### config.mk
export PLATFORM = sky130hd
export DESIGN_NAME = alu_issue_ctrl
export DESIGN_NICKNAME = d
export VERILOG_FILES = /design/src/rtl/alu_pkg.sv /design/src/rtl/alu_regfile.sv /design/src/rtl/alu_issue_ctrl.sv
export SDC_FILE = /design/constraint.sdc
export NUM_CORES = 1
export LEC_CHECK = 0
export CAP_MARGIN = 20
export CORE_ASPECT_RATIO = 1.75
export CORE_UTILIZATION = 57
export DETAILED_ROUTE_END_ITERATION = 8
export DONT_BUFFER_PORTS = 1
export PLACE_DENSITY = 0.77
export SLEW_MARGIN = 20
export SYNTH_ARGS = -nofsm -noshare
export SYNTH_HDL_FRONTEND = slang
export SYNTH_SLANG_ARGS = --single-unit
### constraint.sdc
create_clock -name ck -period 1.3 [get_ports ck]
set_input_delay 0.195 -clock ck [delete_from_list [all_inputs] [get_ports ck]]
set_output_delay 0.195 -clock ck [all_outputs]
set_load 0.01 [all_outputs]
### src/rtl/alu_pkg.sv
// rtl/alu_pkg.sv - shared opcodes, FSM state encoding and ALU latency default
package alu_pkg;

  localparam logic [3:0] OP_ADD = 4'b0000;
  localparam logic [3:0] OP_SUB = 4'b0001;
  localparam logic [3:0] OP_AND = 4'b1000;
  localparam logic [3:0] OP_OR  = 4'b1001;
  localparam logic [3:0] OP_XOR = 4'b1010;
  localparam logic [3:0] OP_NOT = 4'b1011;
  localparam logic [3:0] OP_SHR = 4'b1100;
  localparam logic [3:0] OP_SHL = 4'b1101;
  localparam logic [3:0] OP_ROR = 4'b1110;
  localparam logic [3:0] OP_ROL = 4'b1111;

  localparam int ALU_LAT_DEF = 2;

  typedef enum logic [1:0] {
    ST_IDLE  = 2'd0,
    ST_ISSUE = 2'd1,
    ST_WAIT  = 2'd2,
    ST_WB    = 2'd3
  } state_t;

endpackage

### src/rtl/alu_regfile.sv
// rtl/alu_regfile.sv - NREG x 8 register file, one write port, three async read ports
module alu_regfile #(
  parameter int NREG = 4,
  parameter int RW   = $clog2(NREG)
) (
  input  logic          ck,
  input  logic          rst_n,
  input  logic          we,
  input  logic [RW-1:0] waddr,
  input  logic [7:0]    wdata,
  input  logic [RW-1:0] ra_sel,
  output logic [7:0]    ra_data,
  input  logic [RW-1:0] rb_sel,
  output logic [7:0]    rb_data,
  input  logic [RW-1:0] dbg_sel,
  output logic [7:0]    dbg_data
);

  logic [7:0] rf [NREG];

  always_ff @(posedge ck or negedge rst_n) begin
    if (!rst_n) begin
      for (int i = 0; i < NREG; i++) begin
        rf[i] <= 8'h00;
      end
    end else if (we) begin
      rf[waddr] <= wdata;
    end
  end

  assign ra_data  = rf[ra_sel];
  assign rb_data  = rf[rb_sel];
  assign dbg_data = rf[dbg_sel];

endmodule

### src/rtl/alu_issue_ctrl.sv
// rtl/alu_issue_ctrl.sv - serial issue controller: operand fetch, ALU drive, latency wait, writeback
module alu_issue_ctrl
  import alu_pkg::*;
#(
  parameter int NREG    = 4,
  parameter int ALU_LAT = ALU_LAT_DEF,
  parameter int RW      = $clog2(NREG)
) (
  input  logic          ck,
  input  logic          rst_n,
  input  logic          instr_valid,
  output logic          instr_ready,
  input  logic [3:0]    instr_op,
  input  logic [RW-1:0] instr_rd,
  input  logic [RW-1:0] instr_ra,
  input  logic [RW-1:0] instr_rb,
  input  logic          instr_imm_sel,
  input  logic [7:0]    instr_imm,
  output logic [7:0]    alu_a,
  output logic [7:0]    alu_b,
  output logic [3:0]    alu_ctr,
  input  logic [7:0]    alu_out,
  output logic          wb_valid,
  output logic [RW-1:0] wb_rd,
  output logic [7:0]    wb_data,
  output logic          wb_zero,
  input  logic [RW-1:0] dbg_sel,
  output logic [7:0]    dbg_data
);

  // WAIT spans ALU_LAT-1 cycles; with ALU_LAT=1 it is skipped entirely.
  localparam int WAIT_CYC = (ALU_LAT > 1) ? ALU_LAT - 1 : 1;
  localparam int CW       = (WAIT_CYC > 1) ? $clog2(WAIT_CYC) : 1;

  state_t        state, state_nx;
  logic [CW-1:0] cnt;
  logic [RW-1:0] rd_q;
  logic [7:0]    ra_data, rb_data;
  logic          accept;

  alu_regfile #(.NREG(NREG), .RW(RW)) u_rf (
    .ck       (ck),
    .rst_n    (rst_n),
    .we       (wb_valid),
    .waddr    (rd_q),
    .wdata    (alu_out),
    .ra_sel   (instr_ra),
    .ra_data  (ra_data),
    .rb_sel   (instr_rb),
    .rb_data  (rb_data),
    .dbg_sel  (dbg_sel),
    .dbg_data (dbg_data)
  );

  assign accept  = instr_valid & instr_ready;
  assign wb_rd   = rd_q;
  assign wb_data = alu_out;

  always_ff @(posedge ck or negedge rst_n) begin
    if (!rst_n) begin
      state <= ST_IDLE;
    end else begin
      state <= state_nx;
    end
  end

  always_comb begin
    state_nx    = state;
    instr_ready = 1'b0;
    wb_valid    = 1'b0;
    case (state)
      ST_IDLE: begin
        instr_ready = 1'b1;
        if (instr_valid) state_nx = ST_ISSUE;
      end
      ST_ISSUE: state_nx = (ALU_LAT > 1) ? ST_WAIT : ST_WB;
      ST_WAIT:  if (cnt == '0) state_nx = ST_WB;
      ST_WB: begin
        wb_valid = 1'b1;
        state_nx = ST_IDLE;
      end
      default:  state_nx = ST_IDLE;
    endcase
  end

  // Operand/control registers only move on accept, so they stay stable until WB ends.
  always_ff @(posedge ck or negedge rst_n) begin
    if (!rst_n) begin
      alu_a   <= 8'h00;
      alu_b   <= 8'h00;
      alu_ctr <= 4'h0;
      rd_q    <= '0;
      cnt     <= '0;
      wb_zero <= 1'b0;
    end else begin
      if (accept) begin
        alu_a   <= ra_data;
        alu_b   <= instr_imm_sel ? instr_imm : rb_data;
        alu_ctr <= instr_op;
        rd_q    <= instr_rd;
      end
      if (state == ST_ISSUE) begin
        cnt <= CW'(WAIT_CYC - 1);
      end else if (state == ST_WAIT && cnt != '0) begin
        cnt <= cnt - 1'b1;
      end
      if (wb_valid) begin
        wb_zero <= (alu_out == 8'h00);
      end
    end
  end

endmodule

==> impl_metrics.yaml <==
worst_setup_path:
  cpLargestDelayFamily: "multiplexers"
  required_ns: 1.11
  end_kind: "output pin"
  crit_type: "reg -> out"
  crit_fanout: 4
  slowest_delay_ns: 0.53
  reg2reg_slack_ns: -0.17
  cp-start-kind: "flop"
  worstPathCellList: "mux4_2"
  path_depth: 1
  cp.arrival_ns: 1.30
  reg2reg_depth: 5
  crit_slowest_cell: "mux4_2"
  path_buf_inv: 0
sta:
  setup_ws_ns: -0.1960
  fin_crit_ns: 1.496
  whs_ns: -0.4566
  tightest_slew_ns: 0.3452
  setup_viol: 66
  rsz0062_at_grt: "yes"
  fmax_mhz: 668.5
  fin_skew_ns: 0.008271
  slew_violations: 0
  finalHoldViolCount: 59
  period_share_pct: 115.1
  slew_headroom_pct: 76.77
synth:
  synth_seq_area_share_pct: 48.17
  yosys_warnings: 0
  syn_inst: 193
  synthMuxAreaShare_pct: 39.16
  post_synth_num_cell_types: 24
  syn_area_per_cell_um2: 15.61
  synth_xor_area_share_pct: 0
  ys_ff_latch: 58
  synth_top_family_by_area: "multiplexers"
  synth-main-ff-cell: "dfrtp_1"
  async_flop_share_pct: 100.0
  synth_adder_area_share_pct: 2.076
  synth_edf_count: 0
  syn_nets: 230
  synthesis.area_um2: 3013
  yosys.area_share.simple_pct: 3.571
  synth_compound_area_share_pct: 1.993
global_route:
  antenna_found_initial: 0
  track_usage_pct: 30.35
  grt_pass1_wl_mm: 12.36
  grt_pass1_vias: 2352
  grt_max_degree: 59
  overflow: 0
pwr:
  swShare_pct: 33.00
  comb_power_share_pct: 48.9
  p_seq_share_pct: 36.3
  finalPower_uw: 9831
  power_density_nw_per_um2: 2518
  p_leak_uw: 0.001786
  irDropWorstVdd_uv: 1440
  p_int_uw: 6587
  power.switching_uw: 3244
  pwr-share-clk_pct: 14.8
routing:
  num_vias: 2056
  wirelength_mm: 7.829
  ant_nets: 0
  drt_pass1_iterations: 6
  drtIter0Drc: 85
  viasPerCell: 6.611
  drcViolationCount: 10
  wire_per_inst_um: 25.17
clocking:
  cts_inserted_buffers: 9
  cts_tree: "done"
  root_buffer: "clkbuf_8"
  cts_num_sinks: 58
  clkTransAtPathRegs_ns: 0.07
  htreeDepth: 3
  insertion_delay_ns: 0.34
  clock_path_buffers: 2
floorplan:
  start_util_pct: 60.02
  rows: 34
  io_pins: 73
  core_area_um2: 5020
  die_x_um: 56.96
  dieArea_um2: 5592
  die_h_um: 98.18
placement:
  port_buffers: 0
  gp_routability_congestion: 0.7877
  hpwl_mm: 4.790
  placed_cells: 248
outcome:
  violations: "DRC, hold timing, setup timing"
  status: "finished, violations left"
job:
  drv_cap: 0
finish:
  area_delta_synth_final_pct: 29.61
  finalNonFillerCells: 311
  fin_nets: 289
  diodes: 0
  drive_gt1_share_pct: 57.20
worst_hold_path:
  hold_path.class: "in -> async"
cell usage in the layout, fill, tap and decap left out:
| master | Yosys | final |
|---|---|---|
| buf_12 | 0 | 3 |
| ha_4 | 0 | 2 |
| buf_6 | 3 | 10 |
| dfrtp_1 | 58 | 58 |
| nor4_1 | 2 | 2 |
| nor2_1 | 8 | 8 |
| nor2b_2 | 0 | 1 |
| mux2i_1 | 8 | 8 |
| mux4_2 | 24 | 24 |
| a21oi_1 | 9 | 8 |
| and2_4 | 0 | 1 |
| mux2_2 | 39 | 6 |
| clkinv_2 | 0 | 5 |
| dlygate4sd3_1 | 0 | 15 |
| o21ai_0 | 1 | 1 |
| mux2_4 | 8 | 41 |
| o32a_1 | 1 | 1 |
| nand3_1 | 2 | 1 |
| ha_2 | 0 | 1 |
| clkinvlp_4 | 0 | 1 |
| nor3b_4 | 1 | 1 |
| clkbuf_8 | 1 | 10 |
| ha_1 | 5 | 2 |
| buf_4 | 9 | 39 |
| nand3_4 | 0 | 1 |
| nor3b_1 | 1 | 1 |
| nand3b_1 | 2 | 2 |
| inv_1 | 3 | 3 |
| a21oi_4 | 0 | 1 |
routing by layer:
layer	GRT usage, %	share of wire [%]	vias up
li1	-	-	837
met1	32.32	34	1076
met2	52.76	55	112
met3	9.536	7.3	31
met4	15.38	3.8	0
met5	0	0	-
worst paths after layout:
path	start	endpoint
setup / recovery	u_rf.rf[1]	dbg_data[1]
hold / removal	rst_n	alu_a[0]
setup reg to reg	state[1]	u_rf.rf[31]
hold reg to reg	cnt	cnt
max in group asynchronous	rst_n	alu_a[2]
min in group ck	alu_out[1]	u_rf.rf[1]
through the flow:
stage | setup TNS (ns) | worst slack [ns] | utilization, % | hold WS (ns) | instance area, um^2
after floorplan | -7.397 | -0.2102 | - | -0.1006 | 3080
after global placement | -4.621 | -0.1147 | 63.46 | -0.09950 | 3186
after detailed placement | -6.742 | -0.1913 | 63.46 | -0.09956 | 3186
after CTS | -6.838 | -0.1664 | 75.12 | -0.4595 | 3771
after global routing | -9.970 | -0.2075 | 77.79 | -0.4735 | 3905
final | -7.416 | -0.1960 | 77.79 | -0.4566 | 3905
cell families after synthesis:
family,count (synthesis)
DFF,58
buffers and inverters,22
adders and majority gates,5
and+or+nand+nor,18
muxes,79
AOI/OAI and AO/OA,11
registers in the layout, indices dropped and copies added (netlist names):
register / cells
state: 2
alu_ctr: 4
u_rf.rf: 32
wb_rd: 2
cnt: 1
alu_b: 8
wb_zero: 1
alu_a: 8
timing repair:
item / in CTS / in global routing
setup buffers: 29 / 3
endpoints found under the hold margin: 67 / 72
hold buffers: 7 / 8
gates resized for setup: 34 / 6
cloned: 0 / 0
endpoints found under the setup margin: 64 / 66
pin swaps: 2 / 1
area by class of cell:
type,instances,area [um^2]
inverter,3,11.26
fill,298,1115
sequential,58,1451
timing repair buffer,67,615.6
clock buffer,10,137.6
tap,54,67.56
clock inverter,6,32.53
multi-input combinational,113,1589
synthesized netlist by cell type (3+ instances only):
master	number	area, um^2
a21oi_1	9	45.04
buf_4	9	67.56
buf_6	3	33.78
clkbuf_1	3	11.26
dfrtp_1	58	1451
ha_1	5	62.56
inv_1	3	11.26
mux2_2	39	439.2
mux2_4	8	120.1
mux2i_1	8	80.08
mux4_2	24	540.5
nor2_1	8	30.03
power by group through the flow:
stage / logic [uW] / registers (uW) / clock network [uW]
after detailed placement: 3270 / 3710 / 0
after CTS: 4590 / 3490 / 1450
after floorplan: 2560 / 3460 / 0
final: 4810 / 3570 / 1450
after global routing: 5110 / 3640 / 1550
after global placement: 3100 / 3590 / 0
Power figures use the tool's default switching activity.
